<file path="config.mk">
export PLATFORM = sky130hd
export DESIGN_NAME = alu_exec_unit
export DESIGN_NICKNAME = d
export VERILOG_FILES = /design/src/rtl/alu_pkg.sv /design/src/rtl/alu_serial_shifter.sv /design/src/rtl/alu_exec_unit.sv
export SDC_FILE = /design/constraint.sdc
export NUM_CORES = 1
export LEC_CHECK = 0
export CAP_MARGIN = 0
export CORE_MARGIN = 2
export CORE_UTILIZATION = 59
export DETAILED_ROUTE_END_ITERATION = 10
export HOLD_SLACK_MARGIN = 0.02
export PLACE_DENSITY = 0.84
export SLEW_MARGIN = 15
export SYNTH_ARGS = -nofsm -noshare
export SYNTH_HDL_FRONTEND = slang
export SYNTH_SLANG_ARGS = --single-unit
</file>
<file path="constraint.sdc">
create_clock -name clk -period 3.05 [get_ports clk]
set_input_delay 0.4575 -clock clk [delete_from_list [all_inputs] [get_ports clk]]
set_output_delay 0.4575 -clock clk [all_outputs]
set_load 0.01 [all_outputs]
</file>
<file path="src/rtl/alu_pkg.sv">
// rtl/alu_pkg.sv - ALU op codes and execute-unit FSM encoding
//
// Shared between the ALU control decoder and alu_exec_unit.
// ALU_SLT..ALU_EQ : 4-bit alu_select codes; codes above ALU_EQ are illegal.
// ST_IDLE/ST_SHIFT/ST_DONE : alu_exec_unit state encoding.
package alu_pkg;

    localparam logic [3:0] ALU_SLT = 4'b0000;
    localparam logic [3:0] ALU_ADD = 4'b0001;
    localparam logic [3:0] ALU_SUB = 4'b0010;
    localparam logic [3:0] ALU_AND = 4'b0011;
    localparam logic [3:0] ALU_OR  = 4'b0100;
    localparam logic [3:0] ALU_XOR = 4'b0101;
    localparam logic [3:0] ALU_SLL = 4'b0110;
    localparam logic [3:0] ALU_SRL = 4'b0111;
    localparam logic [3:0] ALU_EQ  = 4'b1000;

    localparam logic [1:0] ST_IDLE  = 2'd0;
    localparam logic [1:0] ST_SHIFT = 2'd1;
    localparam logic [1:0] ST_DONE  = 2'd2;

    function automatic logic is_shift_op(input logic [3:0] sel);
        return (sel == ALU_SLL) || (sel == ALU_SRL);
    endfunction

endpackage

</file>
<file path="src/rtl/alu_serial_shifter.sv">
// rtl/alu_serial_shifter.sv - bit-serial logical shifter, one bit per step
//
// Ports:
//  clk, rst_n   clock, asynchronous active-low reset
//  load         capture load_data/load_cnt/shift_left
//  shift_left   1 = SLL (left, 0-fill), 0 = SRL (right, logical)
//  load_data    initial accumulator value (operand A)
//  load_cnt     number of single-bit shifts to perform (must be > 0)
//  step         perform one shift this cycle
//  acc_next     accumulator value after the current step
//  last         the current step is the final one (acc_next is the answer)
module alu_serial_shifter #(
    parameter int XLEN    = 32,
    parameter int SHAMT_W = 5
) (
    input  logic               clk,
    input  logic               rst_n,
    input  logic               load,
    input  logic               shift_left,
    input  logic [XLEN-1:0]    load_data,
    input  logic [SHAMT_W-1:0] load_cnt,
    input  logic               step,
    output logic [XLEN-1:0]    acc_next,
    output logic               last
);

    logic [XLEN-1:0]    acc;
    logic [SHAMT_W-1:0] cnt;
    logic               dir_left;

    assign acc_next = dir_left ? (acc << 1) : (acc >> 1);
    // cnt counts remaining shifts including the current one.
    assign last     = (cnt == SHAMT_W'(1));

    always_ff @(posedge clk or negedge rst_n) begin
        if (!rst_n) begin
            acc      <= '0;
            cnt      <= '0;
            dir_left <= 1'b0;
        end else if (load) begin
            acc      <= load_data;
            cnt      <= load_cnt;
            dir_left <= shift_left;
        end else if (step) begin
            acc <= acc_next;
            cnt <= cnt - SHAMT_W'(1);
        end
    end

endmodule

</file>
<file path="src/rtl/alu_exec_unit.sv">
// rtl/alu_exec_unit.sv - execute-stage ALU with valid/ready handshake and serial shifter
//
// Ports:
//  clk, rst_n            clock, asynchronous active-low reset
//  in_valid / in_ready   operation handshake (in_ready high only in IDLE)
//  alu_select            op code (alu_pkg ALU_*), 9..15 illegal
//  op_a, op_b            operands; shift amount is op_b[SHAMT_W-1:0]
//  out_valid / out_ready result handshake; result held until accepted
//  result, zero, illegal registered outputs, stable while out_valid
//  busy                  unit is not idle
module alu_exec_unit
    import alu_pkg::*;
#(
    parameter int XLEN    = 32,
    parameter int SHAMT_W = $clog2(XLEN)
) (
    input  logic            clk,
    input  logic            rst_n,
    input  logic            in_valid,
    output logic            in_ready,
    input  logic [3:0]      alu_select,
    input  logic [XLEN-1:0] op_a,
    input  logic [XLEN-1:0] op_b,
    output logic            out_valid,
    input  logic            out_ready,
    output logic [XLEN-1:0] result,
    output logic            zero,
    output logic            illegal,
    output logic            busy
);

    logic [1:0]         state;
    logic [XLEN-1:0]    alu_out;
    logic               illegal_op;
    logic               shift_op;
    logic [SHAMT_W-1:0] shamt;
    logic               accept;
    logic               start_shift;
    logic [XLEN-1:0]    acc_next;
    logic               shift_last;

    assign in_ready  = (state == ST_IDLE);
    assign busy      = (state != ST_IDLE);
    assign out_valid = (state == ST_DONE);

    assign shamt       = op_b[SHAMT_W-1:0];
    assign shift_op    = is_shift_op(alu_select);
    assign illegal_op  = (alu_select > ALU_EQ);
    assign accept      = in_valid && in_ready;
    // Zero-length shifts bypass the serial path and finish like a 1-cycle op.
    assign start_shift = accept && shift_op && (shamt != '0);

    // Single-cycle result mux; shift codes here only serve the shamt==0 case.
    always_comb begin
        alu_out = '0;
        case (alu_select)
            ALU_SLT: alu_out = {{(XLEN-1){1'b0}}, ($signed(op_a) < $signed(op_b))};
            ALU_ADD: alu_out = op_a + op_b;
            ALU_SUB: alu_out = op_a - op_b;
            ALU_AND: alu_out = op_a & op_b;
            ALU_OR:  alu_out = op_a | op_b;
            ALU_XOR: alu_out = op_a ^ op_b;
            ALU_SLL: alu_out = op_a;
            ALU_SRL: alu_out = op_a;
            ALU_EQ:  alu_out = {{(XLEN-1){1'b0}}, (op_a == op_b)};
            default: alu_out = '0;
        endcase
    end

    alu_serial_shifter #(
        .XLEN    (XLEN),
        .SHAMT_W (SHAMT_W)
    ) u_shifter (
        .clk        (clk),
        .rst_n      (rst_n),
        .load       (start_shift),
        .shift_left (alu_select == ALU_SLL),
        .load_data  (op_a),
        .load_cnt   (shamt),
        .step       (state == ST_SHIFT),
        .acc_next   (acc_next),
        .last       (shift_last)
    );

    always_ff @(posedge clk or negedge rst_n) begin
        if (!rst_n) begin
            state   <= ST_IDLE;
            result  <= '0;
            zero    <= 1'b0;
            illegal <= 1'b0;
        end else begin
            case (state)
                ST_IDLE: begin
                    if (accept) begin
                        illegal <= illegal_op;
                        if (start_shift) begin
                            state <= ST_SHIFT;
                        end else begin
                            result <= alu_out;
                            zero   <= (alu_out == '0);
                            state  <= ST_DONE;
                        end
                    end
                end
                ST_SHIFT: begin
                    if (shift_last) begin
                        result <= acc_next;
                        zero   <= (acc_next == '0);
                        state  <= ST_DONE;
                    end
                end
                ST_DONE: begin
                    if (out_ready) begin
                        state <= ST_IDLE;
                    end
                end
                default: state <= ST_IDLE;
            endcase
        end
    end

endmodule

</file>
==> key figures, run 1 <==
Outcome
  • Status: aborted with a tool error
  • Exit stage: 5_1_grt
  • Error msg: [ERROR GRT-0116] Global routing finished with congestion. Check the congestion regions in the DRC Viewer.

Synthesis
  • Mapped Avg Cell Area: 7.24 sq um
  • Yosys cell types: 93
  • Synth area leaders: dfrtp_1 (19%), ha_1 (15%), o21ai_0 (7.0%)
  • Syn_nets: 1,542
  • Mapped cell area: 0.00980 sq mm
  • Async SR Flop Fraction: 100%
  • Post-synth top flop: dfrtp_1
  • Register area share after synthesis: 18.9%
  • Yosys top cell by area: dfrtp_1
  • FF+latch count, synth: 74
  • Post-Syn Instances: 1,353
  • Post-synth top area share: 18.9%
  • Synth warnings: 0
  • Number of flops mapped to enable cells by yosys: 0

Place
  • IO Port Bufs: 108
  • DP Wirelength: 33,200 um
  • Dpl cells: 2,019
  • GP Congestion: 1.09

Die
  • # rows: 47
  • Die height: 133 um
  • Initial core utilization: 59.7%
  • Die width: 133 um
  • # IOs: 109

Clocking
  • H-tree depth: 3
  • Max clock buf depth: 2
  • Num Clock Sinks: 74
  • Clk root buf: clkbuf_16
  • Hold-fix buffers, CTS: 0
  • Num CTS Buffers: 9

Global routing
  • Global Route Usage Sum: 79.8%
  • Largest net degree at the start of global routing: 75
  • Total grt overflow: 125
  • Vias in the first global route: 18,343
  • Global-route wire length before repair: 110,000 um
## synth_stat cells (all sizes together) (7+ instances only)
master  instances
a21oi         115
o221ai          7
buf            27
inv           108
nor4           12
a222oi          8
o21bai          8
nand2         139
o31ai          18
ha            115
dfrtp          74
nand4          12
nor2          105
and3            9
or2            10
a21boi          7
a22oi          20
nor3           41
o211ai         31
clkbuf         62
o21ai         142
nor2b          28
nand2b         12
a211oi         39
or3            18
mux2i          21
a221oi         14
nand3          20
a31oi          14
a21o           26
## timing repair
action / CTS
cloned: 1
pin swaps: 83
setup buffers: 66
endpoints found under the setup margin: 27
resized for setup: 297
## cell families after synthesis
group / synth area share [%]
AO/OA/AOI/OAI: 34.6
AND/OR/NAND/NOR: 20.6
buffers and inverters: 7.81
adder cells (fa/ha/maj): 15.1
flip-flops: 18.9
multiplexers: 2.38
XOR/XNOR: 0.536
## through the flow
| stage | setup WS (ns) | hold slack (ns) | instance area, sq um | utilization [%] |
|---|---|---|---|---|
| 3_5_place_dp | -1.55 | 0.465 | 14200 | 86.5 |
| 4_1_cts | -0.675 | 0.267 | 15700 | 95.5 |
| 3_3_place_gp | -1.39 | 0.458 | 14200 | 86.5 |
| 2_1_floorplan | -0.527 | 0.162 | 9920 | - |
## layer usage
layer,global-route usage [%],overflow
met3,61.1,1
met2,96.2,64
met1,80.1,0
met4,85.5,59
met5,28.6,1
==> run 2, diff against run 1 <==
--- a/config.mk
+++ b/config.mk
@@ -7,10 +7,9 @@
 export LEC_CHECK = 0
 export CAP_MARGIN = 0
 export CORE_MARGIN = 2
-export CORE_UTILIZATION = 59
+export CORE_UTILIZATION = 40
 export DETAILED_ROUTE_END_ITERATION = 10
-export HOLD_SLACK_MARGIN = 0.02
-export PLACE_DENSITY = 0.84
+export PLACE_DENSITY_LB_ADDON = 0.15
 export SLEW_MARGIN = 15
 export SYNTH_ARGS = -nofsm -noshare
 export SYNTH_HDL_FRONTEND = slang
==> run 2 against run 1 <==
Against the previous run: the flow now finishes, with violations (setup timing); synthesized area unchanged; synthesized cell count stayed put.
==> key figures, run 2 <==
Clocking
  • Clk root buf: clkbuf_16
  • Num CTS Buffers: 9 (unchanged)
  • Num Clock Sinks: 74 (unchanged)
  • CTS tree: done
  • CTS clock-pin slew for the worst setup and hold paths: 0.06 ns
  • H-tree depth: 3 (unchanged)
  • Clk_lat worst skew: 0.33 ns
  • Max clock buf depth: 2 (unchanged)

Global routing
  • Vias in the first global route: 12,404
  • Global-route wire length before repair: 68,100 um
  • Largest net degree at the start of global routing: 75
  • Total grt overflow: 0
  • Initial antenna violation count: 0
  • Global Route Usage Sum: 33.2%

Setup path
  • Crit start category: input pin
  • Worst setup EP type: register
  • Critical Path Fanout Max: 2
  • WP data required: 3.30 ns
  • Worst Setup Path Type: input pin to register
  • CP Data Arrival Time: 3.92 ns

Synthesis
  • Post-synth top flop: dfrtp_1
  • Number of flops mapped to enable cells by yosys: 0 (unchanged)
  • Yosys top cell by area: dfrtp_1
  • Mapped Avg Cell Area: 7.24 sq um (unchanged)
  • Async SR Flop Fraction: 100% (unchanged)
  • FF+latch count, synth: 74 (unchanged)
  • Synth warnings: 0 (unchanged)
  • Post-Syn Instances: 1,353 (unchanged)
  • Post-synth top area share: 18.9% (unchanged)
  • Yosys cell types: 93 (unchanged)
  • Register area share after synthesis: 18.9% (unchanged)
  • Mapped cell area: 0.00980 sq mm (unchanged)
  • Syn_nets: 1,542 (unchanged)
  • Synth area leaders: dfrtp_1 (19%), ha_1 (15%), o21ai_0 (7.0%)
  • Commonest cells post-synth: nand2_1 (138), o21ai_0 (138), ha_1 (115)

Die
  • Die footprint: 0.0258 sq mm
  • # rows: 57 (+21%)
  • Initial core utilization: 40.5% (-19 points)
  • Die width: 161 um (+21%)
  • Total core area: 0.0242 sq mm
  • # IOs: 109 (unchanged)
  • Die height: 161 um (+21%)

Finish
  • Core Util, Final: 68.9%
  • Largest regs: result x32, u_shifter.acc x32, u_shifter.cnt x5
  • Most frequent cells in the layout: buf_4 (484), nand2_1 (132), o21ai_0 (109)
  • Nets: 2,093
  • Share of layout cells above drive strength 1: 42.6%
  • Commonest non-fill, non-tap cell in the layout: buf_4
  • Area Growth Syn to Fin: 70.1%
  • Cell Count, Final, Fillers Out: 2,234

Power
  • Switching Share: 39.9%
  • Sequential share of power: 26.8%
  • PD cells: 405 mW/mm^2
  • Net switching power of the design: 0.00269 W
  • Int Power: 0.00405 W
  • Part of the power in combinational logic: 57.4%
  • Clock Power Share: 15.7%
  • Leak: 7.65 nW
  • Total power: 0.00674 W
  • Peak supply drop: 0.000388 V

Timing
  • Setup_tns: -3.23 ns
  • Setup WS post-layout: -0.629 ns
  • Tcrit/Tclk final: 121%
  • Clk_skew: 0.00381 ns
  • Final slew viol count: 0
  • RSZ-0062 raised after global routing: true
  • Setup-failing EPs final: 11
  • Endpoints failing hold: 0
  • Max_slew headroom: 38.8%
  • Highest clock rate: 272 MHz
  • Worst slew pin tran: 0.918 ns
  • Min cycle time layout: 3.68 ns

Run
  • Number of max-cap violations: 0

Outcome
  • Failing checks: setup timing
  • Status: complete, but fails checks

Routing
  • Vias/cell: 5.73
  • ANT nets after route: 0
  • Iteration-0 DRC Markers: 1,207
  • Via count: 12,809
  • Wirelength per Cell: 19.6 um
  • Drt first pass iters: 5
  • Routed wire length: 43,700 um
  • Residual DRC count: 0

Place
  • IO Port Bufs: 108 (unchanged)
  • DP Wirelength: 34,100 um (+2.7%)
  • Dpl cells: 2,149 (+6.4%)
  • GP Congestion: 1.03 (-5.9%)

Min path
  • Worst hold path class: input pin to asynchronous set/reset pin
==> run 2: cell counts after synthesis <==
No cell type changed its count.
==> run 2: per-stage QoR <==
step / hold WS, ns / area (sq um) / setup WS (ns)
after global placement: 0.459 / 14500 / -1.65
after detailed placement: 0.465 / 14500 / -1.62
after floorplan: 0.162 / 9920 / -0.527
after CTS: 0.295 / 16100 / -0.600
after global routing: 0.339 / 16700 / -0.716
final: 0.260 / 16700 / -0.629
==> run 2: power groups by stage <==
| stage | Sequential [W] | Clock, W | Combinational (W) |
|---|---|---|---|
| finish | 0.00181 | 0.00106 | 0.00387 |
| global route | 0.00186 | 0.00112 | 0.00418 |
| CTS | 0.00180 | 0.00108 | 0.00366 |
| detailed placement | 0.00181 | 0 | 0.00332 |
| global placement | 0.00180 | 0 | 0.00328 |
| floorplan | 0.00173 | 0 | 0.00167 |
==> run 2: cells by family (layout without fill, tap and decap cells) <==
logic type                 Yosys count  in the layout  share of synthesized area (%)
adders and majority gates          117            117                           15.1
muxes                               23             23                           2.38
xor gates and xnor gates             6              6                          0.536
DFF                                 74             74                           18.9
AOI/OAI and AO/OA                  511            511                           34.6
and+or+nand+nor                    424            424                           20.6
other                                0              1                              0
buffers and inverters              198            754                           7.81
==> run 2: critical path, stage by stage <==
cell and delay (ns):
buf_8 0.10, ha_4 0.15, fa_2 0.36, a21o_1 0.18, a221o_1 0.39, buf_6 0.15, a31oi_4 0.18, and3_4 0.22
a211oi_4 0.04, a31oi_4 0.19, o21ai_2 0.09, a221o_1 0.33, a221oi_2 0.28, nand3_1 0.11, or4_4 0.50, o31ai_2 0.17
==> run 2: cell type report <==
cell class / instances / area (sq um)
Fill cell: 2090 / 7510
Sequential cell: 74 / 1850
Clock buffer: 14 / 264
Timing Repair Buffer: 629 / 5140
Multi-Input combinational cell: 1081 / 8520
Clock inverter: 2 / 35.0
Inverter: 109 / 443
Antenna cell: 1 / 2.50
Tap cell: 324 / 405
==> run 2: repair_timing <==
item,in CTS,in global routing
buffers inserted,58,24
gates resized for setup,304,138
cloned,0,0
hold buffers,0,0
pin swaps,77,69
endpoints found under the setup margin,29,25
==> run 2: metal layers <==
layer | wire [um] | up-vias | share of wire (%) | global-route usage [%]
li1 | - | 6030 | - | -
met4 | 1470 | 0 | 3.4 | 11.9
met1 | 19100 | 6120 | 44 | 45.6
met3 | 3280 | 113 | 7.5 | 3.74
met2 | 19900 | 546 | 45 | 53.9
met5 | 0 | - | 0 | 0
==> run 2: final timing paths <==
kind	start	end	slack, ns	cells past startpoint
worst max register to register	u_shifter.cnt[1]$_DFFE_PN0P_	zero$_DFFE_PN0P_	0.12	13
max in group asynchronous	rst_n	u_shifter.dir_left$_DFFE_PN0P_	2.13	1
worst min register to register	result[15]$_DFFE_PN0P_	result[15]$_DFFE_PN0P_	0.47	1
worst max-delay path	op_b[0]	zero$_DFFE_PN0P_	-0.63	16
min in group clk	op_a[1]	u_shifter.acc[1]$_DFFE_PN0P_	0.38	3
worst min-delay path	rst_n	state[1]$_DFFE_PN0P_	0.26	1
(Power assumes the default switching activity.)
==> RTL change: new RTL, flow settings as in run 2 <==
`XLEN` is set to 32 in 2 places; all go to 16.
--- a/src/rtl/alu_serial_shifter.sv
+++ b/src/rtl/alu_serial_shifter.sv
@@ -10,7 +10,7 @@
 //  acc_next     accumulator value after the current step
 //  last         the current step is the final one (acc_next is the answer)
 module alu_serial_shifter #(
-    parameter int XLEN    = 32,
+    parameter int XLEN    = 16,
     parameter int SHAMT_W = 5
 ) (
     input  logic               clk,
--- a/src/rtl/alu_exec_unit.sv
+++ b/src/rtl/alu_exec_unit.sv
@@ -11,7 +11,7 @@
 module alu_exec_unit
     import alu_pkg::*;
 #(
-    parameter int XLEN    = 32,
+    parameter int XLEN    = 16,
     parameter int SHAMT_W = $clog2(XLEN)
 ) (
     input  logic            clk,
Interface: changed (resized op_a, op_b and result); port bits go from 109 to 61. The function was not compared with the original's and may differ.
==> RTL change against run 2 <==
- clock skew fell by 0.0019 ns
- synthesized cell count fell by 53%
- global-route usage fell by 4.5 points
- worst setup slack improved by 0.74 ns
- total power fell by 48%
- sequential share of layout area rose by 2.2 points
- count of clock-buffer cells in the layout fell by 7
- routed wire length fell by 56%
- via count fell by 54%
- design area fell by 54%
- synthesized area fell by 49%
- sequential cell count fell by 33
==> RTL change: results (changes against run 2) <==
Initial antenna violation count - 0 (unchanged)
Yosys warns - 0 (unchanged)
Top cells by count, synth - 59 x ha_1, 54 x nand2_1, 52 x o21ai_0, 51 x nor2_1, 49 x inv_1
Hold Path Class - primary input to async pin
Number of buffers created by CTS - 5 (-4)
Vias in the first global route - 5826 (-53%)
Place WS - -0.630 ns (+0.993 ns)
Biggest regs - result x16, u_shifter.acc x16, u_shifter.cnt x4
Distinct cell type count after synthesis - 89 (-4.3%)
Main synth FF type - dfrtp_1
Worst-skew pair later-pin latency - 0.28 ns (-0.05 ns)
Pint - 2.12 mW (-48%)
Register area share after synthesis - 20.5% (+1.6 points)
Routed via count - 5911 (-54%)
Cells on worst reg2reg path - 11 (-2)
Peak VDD IR - 0.262 mV (-32%)
Status - completed
Lkg Pwr - 3.60 nW (-53%)
Hpwl dp - 15.0 mm (-56%)
Max H-tree Level - 2 (-1)
DR pass1 iterations - 5 (unchanged)
First-pass GRT wire length - 30.2 mm (-56%)
All-Layer GR Usage - 28.6% (-4.5 points)
Number of fill cells - 1068 (-49%)
Drt first-iter violations - 596 (-51%)
Dpl cell area - 0.00703 mm2 (-52%)
Clock Skews - 0.00188 ns (-0.00193 ns)
Clk root buf - clkbuf_16
Nets - 965 (-54%)
Largest net degree at the start of global routing - 42 (-44%)
Worst endpoint data arrival time - 3.14 ns (-0.78 ns)
Syn Nets - 743 (-52%)
Clock buffer depth - 2 (unchanged)
Routed len/inst - 18.4 um (-5.8%)
CP max FO - 8 (+6)
Async SR Flop Fraction - 100% (unchanged)
Global placement routability congestion - 0.931 (-9.5%)
Share of cells above drive strength 1 - 35.8% (-6.8 points)
Reg-to-reg slack, setup - 0.57 ns (+0.45 ns)
Clock transition at path regs - 0.06 ns (about the same)
Slew @ Worst Pin - 1.11 ns (+0.195 ns)
Period utilization - 96.4% (-24 points)
Ant diodes - 0 (-1)
Count of port buffers added during placement - 60 (-44%)
Synth area leaders - dfrtp_1 21%, ha_1 15%, o21ai_0 5.2%
==> RTL change: changes by cell type after synthesis, moves of 33 or more <==
cell / run 2 / this run
a21oi_1: 114 / 39
nand2_1: 138 / 54
ha_1: 115 / 59
nor2_1: 105 / 51
clkbuf_1: 61 / 22
inv_1: 104 / 49
o21ai_0: 138 / 52
dfrtp_1: 74 / 41
==> RTL change: cell type report <==
class	instances	share of cell area [%]
clock inverter	1	0.0652
sequential	41	13.4
multi-input combinational	511	51.9
inverter	52	2.58
timing repair buffer	253	27.4
tap	168	2.74
clock buffer	7	1.99
==> RTL change: metrics by stage <==
stage	setup TNS [ns]	instances	util [%]	hold WS, ns
after floorplan	0	642	-	0.162
after global routing	-0.0405	1033	63.4	0.375
after global placement	-4.80	1017	58.0	0.458
after detailed placement	-5.61	1017	58.0	0.466
after CTS	0	1028	61.3	0.326
final	0	1033	63.4	0.296
==> RTL change: path summary, 6_finish.rpt <==
| check | from | to |
|---|---|---|
| worst max-delay path | alu_select[3] | zero$_DFFE_PN0P_ |
| worst min-delay path | rst_n | u_shifter.cnt[0]$_DFFE_PN0P_ |
| worst max register to register | u_shifter.cnt[1]$_DFFE_PN0P_ | zero$_DFFE_PN0P_ |
| worst min register to register | result[0]$_DFFE_PN0P_ | result[0]$_DFFE_PN0P_ |
| max in group asynchronous | rst_n | u_shifter.acc[10]$_DFFE_PN0P_ |
| min in group clk | result[0]$_DFFE_PN0P_ | result[0]$_DFFE_PN0P_ |
==> RTL change: power groups by stage <==
stage                     clock network [mW]  registers (mW)  logic, mW
after floorplan                            0            1.01      0.922
after global placement                     0            1.04       1.73
after detailed placement                   0            1.05       1.75
after CTS                              0.560            1.04       1.82
after global routing                   0.587            1.08       2.08
final                                  0.551            1.05       1.89
==> RTL change: routing by layer <==
layer  wire length (um)  share of wire, %  up-vias  track usage (%)
li1                   -                 -     2818                -
met1               8240                43     2815             37.7
met2               9110                48      249             49.2
met3               1200               6.3       29             3.40
met4                485               2.5        0             8.89
met5                  0                 0        -                0
==> RTL change: cells by family (layout without fill, tap and decap cells) <==
logic type	Yosys count	count (layout)	synth area share, %
DFF	41	41	20.5
xor gates and xnor gates	2	2	0.350
muxes	10	10	2.05
buffers and inverters	90	313	7.98
AOI/OAI and AO/OA	234	234	32.6
adders and majority gates	61	61	15.6
and+or+nand+nor	204	204	20.9
==> RTL change: worst max-delay path: stages <==
cell and delay, ns:
clkdlybuf4s50_1 0.62, and4bb_2 0.41, nand2_1 0.10, o21ai_0 0.14, a211oi_2 0.26, o21ai_0 0.15, a32oi_2 0.30, buf_4 0.17
and4bb_1 0.19, nand4_1 0.09, o31ai_2 0.24
==> RTL change: timing repair <==
action	in CTS	in global routing
gates resized for setup	57	56
hold endpoints to repair	0	0
setup endpoints to repair	11	11
buffers inserted	3	5
pin swaps	22	30
